$ cat src/rtl/riscv_pkg.sv
// Shared RV32 definitions for the fetch front end and the control decoder.
//   XLEN            address / instruction width
//   OPC_*           major opcodes (instr[6:0]) seen by the control decoder
//   fetch_entry_t   one buffered fetch result: instruction word plus its PC
package riscv_pkg;

    localparam int XLEN = 32;

    localparam logic [6:0] OPC_BR    = 7'b1100011;
    localparam logic [6:0] OPC_JAL   = 7'b1101111;
    localparam logic [6:0] OPC_JALR  = 7'b1100111;
    localparam logic [6:0] OPC_LW    = 7'b0000011;
    localparam logic [6:0] OPC_SW    = 7'b0100011;
    localparam logic [6:0] OPC_RTYPE = 7'b0110011;
    localparam logic [6:0] OPC_ITYPE = 7'b0010011;
    localparam logic [6:0] OPC_AUIPC = 7'b0010111;
    localparam logic [6:0] OPC_LUI   = 7'b0110111;

    typedef struct packed {
        logic [31:0]     instr;
        logic [XLEN-1:0] pc;
    } fetch_entry_t;

endpackage

$ cat src/rtl/fetch_fifo.sv
// Synchronous FIFO of fetch_entry_t used as the fetch instruction buffer.
// Ports:
//   clk, rst        clock, asynchronous active-high reset
//   push, push_entry  write an entry (ignored when full)
//   pop             remove the head entry (ignored when empty)
//   flush           empty the FIFO; wins over push, a same-cycle pop is moot
//   head_entry      entry at the head (valid when !empty)
//   empty           no entries held
//   count           number of entries held
module fetch_fifo
    import riscv_pkg::*;
#(
    parameter int DEPTH = 2
) (
    input  logic                         clk,
    input  logic                         rst,
    input  logic                         push,
    input  fetch_entry_t                 push_entry,
    input  logic                         pop,
    input  logic                         flush,
    output fetch_entry_t                 head_entry,
    output logic                         empty,
    output logic [$clog2(DEPTH+1)-1:0]   count
);

    localparam int CW = $clog2(DEPTH + 1);
    localparam int PW = (DEPTH > 1) ? $clog2(DEPTH) : 1;

    fetch_entry_t        mem_q [DEPTH];
    fetch_entry_t        mem_d [DEPTH];
    logic [PW-1:0]       rd_ptr_q, rd_ptr_d;
    logic [PW-1:0]       wr_ptr_q, wr_ptr_d;
    logic [CW-1:0]       count_q, count_d;
    logic                do_push;
    logic                do_pop;

    // Pointer increment that also works for depths that are not a power of two.
    function automatic logic [PW-1:0] next_ptr(input logic [PW-1:0] p);
        return (p == PW'(DEPTH - 1)) ? '0 : p + PW'(1);
    endfunction

    always_comb begin
        do_push  = push && (count_q < CW'(DEPTH));
        do_pop   = pop && (count_q != '0);
        mem_d    = mem_q;
        rd_ptr_d = rd_ptr_q;
        wr_ptr_d = wr_ptr_q;
        count_d  = count_q;
        if (flush) begin
            rd_ptr_d = '0;
            wr_ptr_d = '0;
            count_d  = '0;
        end else begin
            if (do_push) begin
                mem_d[wr_ptr_q] = push_entry;
                wr_ptr_d        = next_ptr(wr_ptr_q);
            end
            if (do_pop) begin
                rd_ptr_d = next_ptr(rd_ptr_q);
            end
            count_d = count_q + CW'(do_push) - CW'(do_pop);
        end
    end

    always_ff @(posedge clk or posedge rst) begin
        if (rst) begin
            for (int i = 0; i < DEPTH; i++) begin
                mem_q[i] <= '0;
            end
            rd_ptr_q <= '0;
            wr_ptr_q <= '0;
            count_q  <= '0;
        end else begin
            mem_q    <= mem_d;
            rd_ptr_q <= rd_ptr_d;
            wr_ptr_q <= wr_ptr_d;
            count_q  <= count_d;
        end
    end

    assign head_entry = mem_q[rd_ptr_q];
    assign empty      = (count_q == '0);
    assign count      = count_q;

endmodule

$ cat src/rtl/fetch_unit.sv
// Instruction fetch front end. Holds the PC, issues in-order word requests to
// instruction memory, buffers returned words and presents {instr, pc, opcode}
// to the control decoder. Redirects from branch/jump resolution flush the
// buffer and mark every in-flight request as stale so its response is dropped.
//
// Handshakes: a transfer happens on a rising edge where valid && ready are both
// high; a source holding valid keeps its payload stable until it transfers.
// rsp_valid is a pulse with no backpressure, returned in request order.
//
// Ports:
//   clk, reset                     clock, asynchronous active-high reset
//   req_valid/req_ready/req_addr   fetch request to memory (word aligned)
//   rsp_valid/rsp_data             in-order response from memory
//   instr_valid/instr_ready        downstream handshake
//   instr/instr_pc/opcode          buffered word at the head, its PC, instr[6:0]
//   redirect_valid/redirect_pc     single-cycle redirect, redirect_pc[1:0] ignored
module fetch_unit
    import riscv_pkg::*;
#(
    parameter logic [XLEN-1:0] RESET_PC   = '0,
    parameter int              FIFO_DEPTH = 2
) (
    input  logic            clk,
    input  logic            reset,
    output logic            req_valid,
    input  logic            req_ready,
    output logic [XLEN-1:0] req_addr,
    input  logic            rsp_valid,
    input  logic [31:0]     rsp_data,
    output logic            instr_valid,
    input  logic            instr_ready,
    output logic [31:0]     instr,
    output logic [XLEN-1:0] instr_pc,
    output logic [6:0]      opcode,
    input  logic            redirect_valid,
    input  logic [XLEN-1:0] redirect_pc
);

    localparam int CW = $clog2(FIFO_DEPTH + 1);

    logic [XLEN-1:0] pc_q, pc_d;
    // PC of the next response that will be kept; advances only on pushes, so
    // dropped stale responses never disturb it.
    logic [XLEN-1:0] tag_pc_q, tag_pc_d;
    logic [CW-1:0]   outstanding_q, outstanding_d;
    logic [CW-1:0]   stale_q, stale_d;

    logic [XLEN-1:0] redirect_target;
    logic [CW:0]     in_use;
    logic            req_fire;
    logic            fifo_push;
    logic            fifo_pop;
    logic            fifo_empty;
    logic [CW-1:0]   fifo_count;
    fetch_entry_t    fifo_head;
    fetch_entry_t    push_entry;

    assign redirect_target = redirect_pc & ~XLEN'(3);
    // Stale requests still occupy a credit until their response returns.
    assign in_use    = {1'b0, outstanding_q} + {1'b0, fifo_count};
    assign req_valid = !reset && !redirect_valid && (in_use < (CW+1)'(FIFO_DEPTH));
    assign req_addr  = pc_q;
    assign req_fire  = req_valid && req_ready;

    assign fifo_push        = rsp_valid && (stale_q == '0) && !redirect_valid;
    assign fifo_pop         = instr_valid && instr_ready;
    assign push_entry.instr = rsp_data;
    assign push_entry.pc    = tag_pc_q;

    always_comb begin
        pc_d          = pc_q;
        tag_pc_d      = tag_pc_q;
        outstanding_d = outstanding_q + CW'(req_fire) - CW'(rsp_valid);
        stale_d       = stale_q;
        if (redirect_valid) begin
            pc_d     = redirect_target;
            tag_pc_d = redirect_target;
            // Everything still in flight after this cycle is wrong-path.
            stale_d  = outstanding_d;
        end else begin
            if (req_fire) begin
                pc_d = pc_q + XLEN'(4);
            end
            if (fifo_push) begin
                tag_pc_d = tag_pc_q + XLEN'(4);
            end
            if (rsp_valid && (stale_q != '0)) begin
                stale_d = stale_q - CW'(1);
            end
        end
    end

    always_ff @(posedge clk or posedge reset) begin
        if (reset) begin
            pc_q          <= RESET_PC;
            tag_pc_q      <= RESET_PC;
            outstanding_q <= '0;
            stale_q       <= '0;
        end else begin
            pc_q          <= pc_d;
            tag_pc_q      <= tag_pc_d;
            outstanding_q <= outstanding_d;
            stale_q       <= stale_d;
        end
    end

    fetch_fifo #(
        .DEPTH (FIFO_DEPTH)
    ) u_fifo (
        .clk        (clk),
        .rst        (reset),
        .push       (fifo_push),
        .push_entry (push_entry),
        .pop        (fifo_pop),
        .flush      (redirect_valid),
        .head_entry (fifo_head),
        .empty      (fifo_empty),
        .count      (fifo_count)
    );

    // Outputs read as zero whenever the buffer is empty.
    assign instr_valid = !fifo_empty;
    assign instr       = fifo_empty ? '0 : fifo_head.instr;
    assign instr_pc    = fifo_empty ? '0 : fifo_head.pc;
    assign opcode      = instr[6:0];

endmodule

$ cat config.mk
export PLATFORM = sky130hd
export DESIGN_NAME = fetch_unit
export DESIGN_NICKNAME = d
export VERILOG_FILES = /design/src/rtl/riscv_pkg.sv /design/src/rtl/fetch_fifo.sv /design/src/rtl/fetch_unit.sv
export SDC_FILE = /design/constraint.sdc
export NUM_CORES = 1
export LEC_CHECK = 0
export CORE_MARGIN = 5
export CORE_UTILIZATION = 30
export CTS_BUF_LIST = sky130_fd_sc_hd__clkbuf_16
export DETAILED_ROUTE_END_ITERATION = 8
export MAX_ROUTING_LAYER = met4
export PLACE_DENSITY_LB_ADDON = 0.08
export SETUP_SLACK_MARGIN = 0.05
export SLEW_MARGIN = 20
export SYNTH_ARGS = -nofsm -noshare
export SYNTH_HDL_FRONTEND = slang
export SYNTH_SLANG_ARGS = --single-unit
$ cat constraint.sdc
create_clock -name clk -period 16.5 [get_ports clk]
set_input_delay 1.65 -clock clk [delete_from_list [all_inputs] [get_ports clk]]
set_output_delay 1.65 -clock clk [all_outputs]
set_load 0.05 [all_outputs]
==> results of run 1 <==
==> worst max-delay path by stage <==
stage          start                          to  slack (ns)
2_1_floorplan  reset  outstanding_q[0]$_DFF_PP0_        9.62
3_3_place_gp   reset                   req_valid       11.25
3_5_place_dp   reset                   req_valid       11.24
4_1_cts        reset                   req_valid       11.24
5_1_grt        reset                   req_valid       11.15
6_report       reset                   req_valid       11.28
==> cells by family (layout without fill, tap and decap cells) <==
family | Yosys count | in the layout | synth area share, %
AND/OR/NAND/NOR | 279 | 279 | 14.87
multiplexers | 208 | 208 | 23.26
flip-flops | 192 | 192 | 49.40
buffers and inverters | 78 | 226 | 3.486
AO/OA/AOI/OAI | 73 | 73 | 5.416
XOR/XNOR | 27 | 27 | 2.431
adder cells (fa/ha/maj) | 8 | 8 | 1.106
other | 1 | 4 | 0.03855
==> registers in the layout (all words and copies together) (netlist names) <==
signal,cells
u_fifo.rd_ptr_q,1
tag_pc_q,30
outstanding_q,2
u_fifo.count,2
stale_q,2
req_addr,30
u_fifo.wr_ptr_q,1
u_fifo.mem_q,124
==> through the flow <==
step / util, % / hold slack, ns / setup WS, ns / instance area [sq um]
6_report: 38.36 / 0.5053 / 11.28 / 12390
3_3_place_gp: 36.54 / 0.4861 / 11.25 / 11800
4_1_cts: 38.36 / 0.5098 / 11.24 / 12390
5_1_grt: 38.36 / 0.5137 / 11.15 / 12390
3_5_place_dp: 36.56 / 0.4934 / 11.24 / 11800
2_1_floorplan: - / 0.4792 / 9.623 / 9738
==> where the power goes <==
group / switching (W) / leakage (nW) / internal, W
Clock: 0.000192 / 0.287 / 0.000226
Combinational: 0.000664 / 2.31 / 0.000425
Sequential: 0.000114 / 2.35 / 0.000633
Total: 0.000971 / 4.95 / 0.00128
==> cells in the final DEF, fill, tap and decap left out, types with 3 or more instances in the layout <==
master	Yosys	routed
a211oi_1	10	10
a21oi_1	7	7
a311oi_1	5	5
a31oi_1	10	10
and2_1	7	7
and3_1	10	10
and4_1	13	13
buf_4	12	11
clkbuf_16	0	17
clkdlybuf4s50_1	0	167
clkinv_2	0	3
conb_1	1	4
dfrtp_1	192	191
ha_1	7	7
inv_1	14	13
inv_6	0	6
mux2_2	144	144
mux2i_1	64	64
nand2_1	39	38
nand3_1	25	25
nand4_1	20	20
nor2_1	99	98
nor2b_1	4	4
nor3_1	21	21
nor4_1	11	10
o211ai_1	3	3
o21ai_0	10	10
o31ai_1	7	7
or3_1	4	4
or4_1	10	10
xnor2_1	16	16
xor2_1	11	11
==> worst max-delay path, delay by kind of cell <==
kind	cells	cell delay (ns)
AND/OR/NAND/NOR	1	0.45
buffers and inverters	2	1.46
==> layer usage <==
metal | vias up | wire (microns) | global-route usage (%)
met5 | - | 0 | -
met4 | 0 | 204 | 3.172
met3 | 11 | 1271 | 2.917
met2 | 159 | 11930 | 22.66
met1 | 3528 | 13320 | 21.89
li1 | 3392 | - | -
==> area by class of cell <==
class | instances | area [sq um] | share of cell area [%]
Multi-Input combinational cell | 599 | 4619 | 37.30
Inverter | 15 | 63.81 | 0.5152
Clock buffer | 17 | 425.4 | 3.435
Timing Repair Buffer | 179 | 1759 | 14.20
Sequential cell | 192 | 4808 | 38.82
Tap cell | 442 | 553.0 | 4.465
Clock inverter | 15 | 156.4 | 1.263
==> flow_summary_export.csv, run 1 <==
group,metric,value,unit
yosys,synth_flop_cell,"dfrtp_1",
grt,grt_max_degree,134,
yosys,synthTopCellsByArea,"dfrtp_1 (49%), mux2_2 (17%), mux2i_1 (6.6%), nor2_1 (3.8%), clkbuf_1 (1.7%)",
floorplan,dieArea,0.03612,sq mm
floorplan,ios,175,
floorplan,start_util,30.12,%
cts,post_cts_buffers,0,
sta,final_hold_viol_count,0,
run,maxCapViolCount,0,
setup_path,cp.required,14.85,ns
yosys,synth_top_area_share,49.40,%
cts,cts_tree,"yes",
final_layout,synthToLayoutAreaGrowth,27.33,%
route,drcViolationCount,0,
status,status,"finished, final reports clean",
floorplan,die_height,190.1,microns
route,routed_wl,26720,microns
final_layout,antenna_cells,0,
grt,antenna_found_initial,0,
setup_path,cp_cell_sequence,"clkdlybuf4s50_1 > nor4_1 > clkdlybuf4s50_1",
sta,setup_viol,0,
final_layout,stdcell_count,1459,
setup_path,critPathKind,"in2out",
yosys,synth_cells,866,
cts,cts_buffers,17,
setup_path,startpoint_type,"primary input",
cts,cts.sinks,192,
yosys,syn-cell-area,0.009727,sq mm
yosys,synth-async-reset-ratio,100.0,%
floorplan,core_area,0.03229,sq mm
place,numPlacedInstances,1427,
yosys,yosysTopAreaCell,"dfrtp_1",
final_layout,nFillCells,3245,
cts,postCtsHoldBufs,0,
hold_path,holdPathEnd,"u_fifo.mem_q[67]$_DFFE_PP0P_",
final_layout,layout-drive-gt1-share,19.76,%
route,firstDrtPassIters,6,
cts,cts_resized,0,
place,dp_hpwl,17980,microns
setup_path,critPathArrivalTime,3.57,ns
setup_path,cp_common_cell,"clkdlybuf4s50_1",
cts,cts.htree.levels,4,
setup_path,cp_max_fo,4,
hold_path,min_from,"u_fifo.mem_q[67]$_DFFE_PP0P_",
cts,cts_buffer_depth,2,
yosys,synth_edf_count,0,
sta,period_needed,5.216,ns
place,port_buffers,168,
floorplan,die_w,190.1,microns
setup_path,crit_slowest_cell,"clkdlybuf4s50_1",
setup_path,r2r_slack,13.17,ns
pwr,power_density,182.1,mW/mm^2
setup_path,crit_path_end_kind,"primary output",
sta,slew_viol_final,0,
setup_path,max_stage_delay,0.88,ns
sta,relSlewSlack,34.06,%
grt,grt_overflow,0,
pwr,leakage,4.951,nW
sta,timing.final.crit_share,31.61,%
sta,worst_pin_slew,0.9892,ns
grt,grt_usage,15.27,%
setup_path,ff2ff_path_depth,11,
place,place_congestion,0.7528,
floorplan,rows,66,
grt,grt_pass1_vias,7375,
sta,clock.fmax,191.7,MHz
sta,setup_tns,0,ns
hold_path,worstHoldPathType,"reg2reg",
cts,cts-root-buf,"clkbuf_16",
route,ant_nets,0,
route,vias_per_cell,4.859,
yosys,synth_most_common_cell,"dfrtp_1",
sta,rsz0062_at_grt,"no",
grt,grt_pass1_wl,42560,microns
sta,finClkSkew,0.01620,ns
final_layout,finalNetCount,1082,
cts,cts.clk_slew.worst_paths,0.06,ns
yosys,synth_seq_cells,192,
pwr,irDropWorstVdd,0.00007488,V
setup_path,r2r_end,"stale_q[1]$_DFFE_PP0P_",
route,post_drt_wl_per_cell,18.32,microns
pwr,finalPower,0.002256,W
route,first_iter_violations,323,
cts,clk_latency,0.43,ns
yosys,ys_types,60,
setup_path,r2r-start,"u_fifo.count[1]$_DFF_PP0_",
yosys,syn_area_per_cell,11.23,sq um
hold_path,hold_depth,1,
yosys,seq_area_frac_synth,49.40,%
route,num_vias,7090,
yosys,synth_warnings,0,
yosys,yosys-top-cells-count,"dfrtp_1 (192), mux2_2 (144), nor2_1 (99)",
Note: power is estimated with default switching activity, not from simulation.
==> run 2, diff against run 1 <==
clock period = 4.85 ns   (was 16.5 ns; I/O delays follow)
==> flow_summary_export.csv, run 2 (synthesis gave the netlist of run 1 again) <==
group,metric,value,unit
hold_path,hold_depth,2,
floorplan,core_area,0.03229,sq mm
setup_path,crit_path_end_kind,"primary output",
cts,cts_buffers,17,
sta,finClkSkew,0.01118,ns
final_layout,finalNetCount,1085,
floorplan,dieArea,0.03612,sq mm
hold_path,min_from,"redirect_valid",
final_layout,regMostFlops,"u_fifo.mem_q",
route,post_drt_wl_per_cell,18.26,microns
setup_path,cp_top_family,"buffers and inverters",
cts,postCtsHoldBufs,0,
floorplan,ios,175,
pwr,irDropWorstVdd,0.0002654,V
final_layout,synthToLayoutAreaGrowth,27.41,%
final_layout,nFillCells,3199,
cts,post_cts_buffers,0,
place,dpl_cell_area,0.01184,sq mm
cts,cts.htree.levels,4,
run,maxCapViolCount,0,
route,drcViolationCount,0,
sta,setup_tns,0,ns
setup_path,r2r_end,"req_addr[27]$_DFFE_PP0P_",
final_layout,utilization,38.38,%
floorplan,start_util,30.12,%
setup_path,cp.required,4.37,ns
setup_path,cp.depth,4,
place,dp_hpwl,18320,microns
status,status,"finished, final reports clean",
pwr,leakage,4.944,nW
route,firstDrtPassIters,4,
grt,grt_pass1_wl,42440,microns
setup_path,crit_slowest_cell,"dfrtp_4",
place,port_buffers,168,
cts,cts.sinks,192,
floorplan,die_w,190.1,microns
route,routed_wl,26680,microns
pwr,power_density,613.7,mW/mm^2
cts,cts_tree,"yes",
setup_path,critPathLaunch,"u_fifo.rd_ptr_q$_DFFE_PP0P_",
place,dpl_worst_slack,1.482,ns
sta,timing.final.crit_share,69.35,%
grt,grt_pass1_vias,7262,
grt,antenna_found_initial,0,
route,first_iter_violations,280,
sta,clock.fmax,297.3,MHz
route,vias_per_cell,4.869,
cts,cts_resized,0,
sta,fin_hold_ws,0.4931,ns
cts,cts.clk_slew.worst_paths,0.07,ns
cts,cts_buffer_depth,2,
final_layout,final_common_cell,"dfrtp_1",
cts,clk_latency,0.43,ns
setup_path,r2r_slack,1.49,ns
setup_path,critPathBufInv,2,
place,place_congestion,0.7778,
setup_path,critPathArrivalTime,2.88,ns
setup_path,cp_cell_sequence,"buf_4 > mux2i_1 > nor2_1 > clkdlybuf4s50_1",
final_layout,antenna_cells,0,
sta,rsz0062_at_grt,"no",
final_layout,final_cell_mix,"dfrtp_1 (191), clkdlybuf4s50_1 (167), mux2_2 (144)",
sta,slew_viol_final,0,
setup_path,ff2ff_path_depth,5,
final_layout,finalInstanceArea,0.01239,sq mm
setup_path,critPathKind,"reg2out",
sta,worst_pin_slew,0.9421,ns
sta,period_needed,3.363,ns
grt,grt_usage,15.20,%
setup_path,startpoint_type,"flip-flop",
sta,final_hold_viol_count,0,
route,num_vias,7114,
setup_path,r2r-start,"u_fifo.count[1]$_DFF_PP0_",
setup_path,cp_max_fo,37,
cts,cts-root-buf,"clkbuf_16",
sta,relSlewSlack,37.19,%
grt,grt_max_degree,150,
hold_path,worstHoldPathType,"in2reg",
sta,setup_viol,0,
grt,grt_overflow,0,
floorplan,rows,66,
final_layout,largest_reg_flops,124,
final_layout,layout-drive-gt1-share,19.33,%
hold_path,holdPathEnd,"u_fifo.rd_ptr_q$_DFFE_PP0P_",
setup_path,max_stage_delay,0.90,ns
route,ant_nets,0,
floorplan,die_height,190.1,microns
sta,setup_ws,1.487,ns
-- run 2: cell types whose count changed in the layout (fill, tap and decap cells not counted), sizes merged --
cell      delta
inv          -6
clkinvlp     +4
buf          +3
clkinv       +1
-- run 2: worst reg2reg max path, cell delays in order, from the launching register on --
cell,delay [ns]
dfrtp_1,0.56
fa_1,0.53
or4b_1,0.95
nor4_4,0.70
nand3_1,0.19
mux2_2,0.32
-- run 2: layout make-up --
type	instances	area (sq um)	area share (%)
Sequential cell	192	4808	38.80
Multi-Input combinational cell	599	4613	37.22
Timing Repair Buffer	182	1807	14.58
Tap cell	442	553.0	4.462
Clock buffer	17	425.4	3.433
Clock inverter	14	126.4	1.020
Inverter	15	60.06	0.4846
-- run 2: worst max path at each step --
stage                                     to  slack [ns]
global placement    req_addr[27]$_DFFE_PP0P_        1.48
floorplan                          req_valid        1.72
detailed placement  req_addr[27]$_DFFE_PP0P_        1.48
CTS                                opcode[4]        1.38
global route                       opcode[4]        1.30
finish                              instr[4]        1.49
-- run 2: per-layer routing --
layer	share of wire [%]	track usage, %
met3	4.1	2.532
met4	0.92	3.228
met5	0	-
met1	51	22.53
met2	44	21.92
-- run 2: power breakdown --
part	switching, W	internal [W]	total, W
Combinational	0.00222	0.00146	0.00368
Clock	0.000612	0.000746	0.00136
Sequential	0.000417	0.00215	0.00257
Total	0.00325	0.00436	0.00761
-- run 2: metrics by stage --
step / total power, W / instances
after global routing: 0.008067 / 1461
after detailed placement: 0.006345 / 1430
final: 0.007606 / 1461
after global placement: 0.006310 / 1430
after floorplan: 0.005162 / 869
after CTS: 0.007741 / 1461
